<file path="config.mk">
export PLATFORM = sky130hd
export DESIGN_NAME = mux_scan_ctrl
export DESIGN_NICKNAME = d
export VERILOG_FILES = /design/src/rtl/mux_scan_ctrl.sv
export SDC_FILE = /design/constraint.sdc
export NUM_CORES = 1
export LEC_CHECK = 0
export CORE_AREA = 2 2 55 57
export DETAILED_ROUTE_END_ITERATION = 16
export DIE_AREA = 0 0 57 59
export PLACE_DENSITY = 0.75
export SLEW_MARGIN = 10
export SYNTH_ARGS = -nofsm -noshare
export SYNTH_HDL_FRONTEND = slang
export SYNTH_SLANG_ARGS = --single-unit
</file>
<file path="constraint.sdc">
create_clock -name clk -period 2.4 [get_ports clk]
set_clock_uncertainty 0.1 [all_clocks]
set_input_delay 0.36 -clock clk [delete_from_list [all_inputs] [get_ports clk]]
set_output_delay 0.36 -clock clk [all_outputs]
set_load 0.005 [all_outputs]
</file>
<file path="src/rtl/mux_scan_ctrl.sv">
// mux_scan_ctrl: sequences 4:1 mux selects, samples z0 per channel, reports 4-bit scan words
// Ports: clk/rst (sync active-high); start requests a scan from IDLE; cont repeats scans;
// z0 is the scanned mux output; s1,s0 select the channel; busy is high in SCAN/DONE;
// done pulses for one cycle with data (bit n = channel n); scan_count counts completed scans.
module mux_scan_ctrl #(
  parameter int DWELL  = 4,
  parameter int SETTLE = 1
) (
  input  logic       clk,
  input  logic       rst,
  input  logic       start,
  input  logic       cont,
  input  logic       z0,
  output logic       s0,
  output logic       s1,
  output logic       busy,
  output logic       done,
  output logic [3:0] data,
  output logic [7:0] scan_count
);
  localparam logic [1:0] IDLE = 2'd0, SCAN = 2'd1, DONE = 2'd2;
  localparam logic [7:0] LAST = 8'(DWELL - 1), SMP = 8'(SETTLE);
  // channel 3 is sampled on the same edge that latches data when the sample lands on the last dwell cycle
  localparam logic LATE = (SETTLE == DWELL - 1);
  logic [1:0] state, ch;
  logic [7:0] dwell;
  logic [3:0] shadow;
  assign s0   = ch[0];
  assign s1   = ch[1];
  assign busy = state != IDLE;
  assign done = state == DONE;
  always_ff @(posedge clk) begin
    if (rst) begin
      state      <= IDLE;
      ch         <= 2'd0;
      dwell      <= 8'd0;
      shadow     <= 4'd0;
      data       <= 4'd0;
      scan_count <= 8'd0;
    end else begin
      case (state)
        IDLE: if (start) begin
          state  <= SCAN;
          ch     <= 2'd0;
          dwell  <= 8'd0;
          shadow <= 4'd0;
        end
        SCAN: begin
          if (dwell == SMP) shadow[ch] <= z0;
          if (dwell == LAST) begin
            dwell <= 8'd0;
            ch    <= ch + 2'd1;
            if (ch == 2'd3) begin
              state      <= DONE;
              data       <= {LATE ? z0 : shadow[3], shadow[2:0]};
              scan_count <= scan_count + 8'd1;
            end
          end else begin
            dwell <= dwell + 8'd1;
          end
        end
        DONE: begin
          state  <= cont ? SCAN : IDLE;
          ch     <= 2'd0;
          dwell  <= 8'd0;
          shadow <= 4'd0;
        end
        default: state <= IDLE;
      endcase
    end
  end
endmodule

</file>
Yosys cells after proc, flatten, opt, wreduce, memory -nomap -nowiden
Cells that the tools add are included.
- mux-type cells: 17
- order comparisons: 2
- add/sub/neg operators: 3
- reductions and logical operators: 9
- eq/ne operators: 9
- operators by type and width (cell ; number):
    $pmux 8 s3 ; 1
    $add 8x1->8 const B ; 2
    $mux 8 ; 2
    $pmux 2 s3 ; 2
    $pmux 4 s3 ; 1
    $reduce_and 3->1 ; 4
    $mux 2 ; 5
    $eq 8x1->1 const B ; 1
    $eq 8x2->1 const B ; 1
    $mux 4 ; 2
    $ne 2x2->1 const B ; 4
    $bwmux 4 ; 1
    $eq 2x2->1 const B ; 2
    $lt 2x3->1 const B ; 1
    $reduce_bool 3->1 ; 1
    $add 2x1->2 const B ; 1
    $demux 1 s2 ; 1
    $eq 2x1->1 const B ; 1
    $ge 2x1->1 const B ; 1
    $logic_not 2->1 ; 1
    $mux 1 ; 2
    $reduce_and 2->1 ; 1
    $reduce_bool 2->1 ; 1
    $logic_and 1x1->1 ; 1
- output and inout bits: 16
- word-level logic and storage cells: 46
- register bits after elaboration: 28

Depth between registers and ports, before layout
- depth in word-level cells: 7
- mapped depth: 6
- depth with buffers taken out: 6

Worst setup path after synthesis
OpenSTA, ideal clock, no wires.
- path type: register -> register
- start point: register dwell[2]
- end point: register shadow[3]
- buffers on the path: 0
- period minus slack after synthesis: 1.741 ns
- library setup time: 0.117 ns
- cell stages (with the launch flop): 5
- setup slack: 0.659 ns
- data arrival time: 1.523 ns
- required time: 2.183 ns
- cell sequence: dfxtp_1 -> or4_4 -> nor4_4 -> o21ai_0 -> a32o_1
- word-level cells in the longest chain between the ends: 3
- ends and longest elaborated chain (item ; line ; text):
    start, declared ; 26 ; logic [7:0] dwell;
    start signal, assigned ; 59 ; dwell <= dwell + 8'd1;
    $eq 8x1->1 ; 49 ; if (dwell == SMP) shadow[ch] <= z0;
    $ne 2x2->1 (no line) ; n/a ;
    $reduce_and 3->1 (no line) ; n/a ;
    end signal, assigned by index ; 49 ;
    end, declared ; 27 ; logic [3:0] shadow;
Every way passes these cells.
A chain may end at the register's enable or synchronous reset.

Worst setup path after layout
- start point: register state[1]
- end point: output done
- word-level cells in the longest chain between the ends: 1
- ends and longest elaborated chain (item ; line ; text):
    start, declared ; 25 ; logic [1:0] state, ch;
    start signal, assigned ; 63 ; state <= cont ? SCAN : IDLE;
    $eq 2x2->1 ; 31 ; assign done = state == DONE;
    end, declared ; 17 ; output logic done,
Every way passes these cells.

==> metrics <==
EDFF count, synth=0; Reg2Reg Depth=5; first-pass GRT wire length=4961 µm; Yosys cell types=34; M1 WL=1270 µm; via count=1,157; total iterations of the first detailed-routing run=4; CTS Root Cell=clkbuf_4; Setup Buffers After CTS=0; Worst Path Arrival=1630 ps; vias in the first global route=1,103; Longest Clk Path Bufs=2; Seq/Total Area, Yosys=0.4073; critical path type=reg2out; global route total overflow=0; top cells by area, synth=dfxtp_1, ha_1, nor2_1; Lkg Pwr=0.6756 nW; Total GRT Usage=0.1879; maximum vdd drop=0.4515 mV; Top Metal Used=met4; Mapped Nets=162; Final Routed Wirelength=2790 µm; share of post-route cells with drive strength above 1=0.09942; Die X-Extent=57 µm; area leader, netlist=dfxtp_1; Hold Crit Depth=2; Initial Util=0.5078; non-filler cells, final=202; Clock transition at path regs=150 ps; Slew Viols, Final=0; I/O pins=21; RSZ-0062 raised after global routing=no; Worst-Margin Slew=537.9 ps; Synth-to-Final Area Change=20.64%; number of DRC markers in iteration 0=31; syn avg cell area=9.175 µm²; dpl cell area=1608 µm²; CTS resizes=0; CP endpoint kind=output port; initial antenna violation count=0; nets@finish=184; CTS tree=yes; Hold Path Sink=scan_count[7]; Filler cells=247; placed cells=198; die area=3363 µm²; synthesized cell area=1376 µm²; CP Data Required Time=1940 ps; Synth top area share=0.4073; Antenna diodes=0; Post-synth top flop=dfxtp_1; setup tns final=0 ps; fin crit period=2090 ps; Slew HR=0.6401; status=finished clean; hpwl dp=2101 µm; Clock Latency Late Sink=330 ps; Hold Buf Count CTS=0; DRC Markers=0; pwr dens=508.1 nW/µm²; GPL Wtd Cong=0.7486; Hold Startpoint=scan_count[7]; r2r startpoint=dwell[0]; vias per cell=5.728; clock sinks=28; reg-to-reg setup timing slack=420 ps; Die Y=59 µm; routed len/inst=13.81 µm; Achievable Freq=478.5 MHz; end-of-flow core utilization=0.6127; PnR worst setup slack=310.1 ps; routed wl met3=124 µm; async set-reset flop share out of synthesis=0; Max Cap Viol=0; # rows=19; Core ar.=2710 µm²; pre-CTS setup slack=277.9 ps; Port Buffers=20; Yosys reg bits=28; worst-path fanout max=11; Syn Inst Count=150; total CTS buffers=3; Ys Warns=0; startpoint types=flop; Antenna Nets Post-Route=0; Final Cell Area=1660 µm²; H-tree depth=1; Final Hold Viols=0; Final Setup Violations=0; Tcrit/Tclk final=0.8708; pin count of the biggest net entering global routing=18; Hold Path Class=reg2reg; Met2 Routed Length=1373 µm; Critical R2R Capture=scan_count[6]
[per-layer routing]
metal | up-vias | track usage
li1 | 584 | -
met1 | 536 | 0.2425
met2 | 34 | 0.3350
met3 | 3 | 0.02183
met4 | 0 | 0.04983
met5 | - | 0
[synthesized netlist by cell type (2+ instances only)]
master	n
and3_2	3
nand3b_1	2
dfxtp_1	28
and3_1	4
or3_1	4
ha_1	7
nor2_1	22
nand4_1	5
a21oi_1	8
nand2_1	3
nor3_1	3
xor2_1	8
clkbuf_1	4
a32o_1	4
mux2i_1	5
nand3_1	6
or2_2	2
nor4_4	2
o21ai_0	5
inv_1	6
o21ai_1	6
[stage by stage]
stage          hold slack, ps  total power, mW
2_1_floorplan           359.5           0.5267
3_3_place_gp            369.6           0.5457
3_5_place_dp            383.0           0.5481
4_1_cts                 402.3           0.8515
5_1_grt                 446.4           0.8824
6_report                395.7           0.8436
[cells by family after synthesis]
kind of cell,count (synthesis),synth area share
simple gates,65,0.2891
flops,28,0.4073
compound gates,26,0.1191
buf+inv,10,0.02727
xor+xnor,9,0.05728
fa+ha+maj,7,0.06363
mux,5,0.03637
[cell usage in the layout, fill, tap and decap left out, types with 2 or more instances in the layout]
cell type | synthesis | layout
nor4_4 | 2 | 2
ha_1 | 7 | 7
nor2_1 | 22 | 22
or2_2 | 2 | 2
nand4_1 | 5 | 5
dfxtp_1 | 28 | 28
and3_1 | 4 | 4
inv_1 | 6 | 6
or3_1 | 4 | 4
nand2_1 | 3 | 3
nand3_1 | 6 | 6
clkdlybuf4s50_1 | 0 | 20
xor2_1 | 8 | 8
nor3_1 | 3 | 3
and3_2 | 3 | 3
a21oi_1 | 8 | 8
o21ai_1 | 6 | 6
a32o_1 | 4 | 4
nand3b_1 | 2 | 2
mux2i_1 | 5 | 5
o21ai_0 | 5 | 5
clkbuf_4 | 0 | 3
[state kept, by name, indices dropped and copies added, names as in the netlist]
register,flops
scan_count,8
shadow,4
data,4
dwell,8
state,2
ch,2
[power breakdown]
part | total, mW | internal [mW] | switching (mW)
registers | 0.478 | 0.470 | 0.00803
clock network | 0.306 | 0.169 | 0.137
logic | 0.0590 | 0.0260 | 0.0330
total | 0.844 | 0.665 | 0.178
[final cells by class]
class / count / area [µm²] / share of cell area
clock buffer: 3 / 22.52 / 0.01356
timing repair buffer: 21 / 207.7 / 0.1251
multi-input combinational: 112 / 778.2 / 0.4687
inverter: 6 / 22.52 / 0.01356
tap: 31 / 38.79 / 0.02336
sequential: 28 / 560.5 / 0.3376
clock inverter: 1 / 30.03 / 0.01809
[worst max-delay path, cell delays in order, from the launching register on]
cell and delay [ps]:
dfxtp_1 550, nor2b_1 220, clkdlybuf4s50_1 530
[worst max-delay path by stage]
stage / endpoint / depth (start not counted) / startpoint / slack, ps
finish: done / 2 / state[1] / 310
global route: done / 2 / state[1] / 190
CTS: done / 2 / state[1] / 300
detailed placement: dwell[1] / 5 / rst / 280
global placement: dwell[1] / 5 / rst / 350
floorplan: shadow[3] / 4 / dwell[2] / 660
No activity file was read; power rests on OpenSTA's default activity.
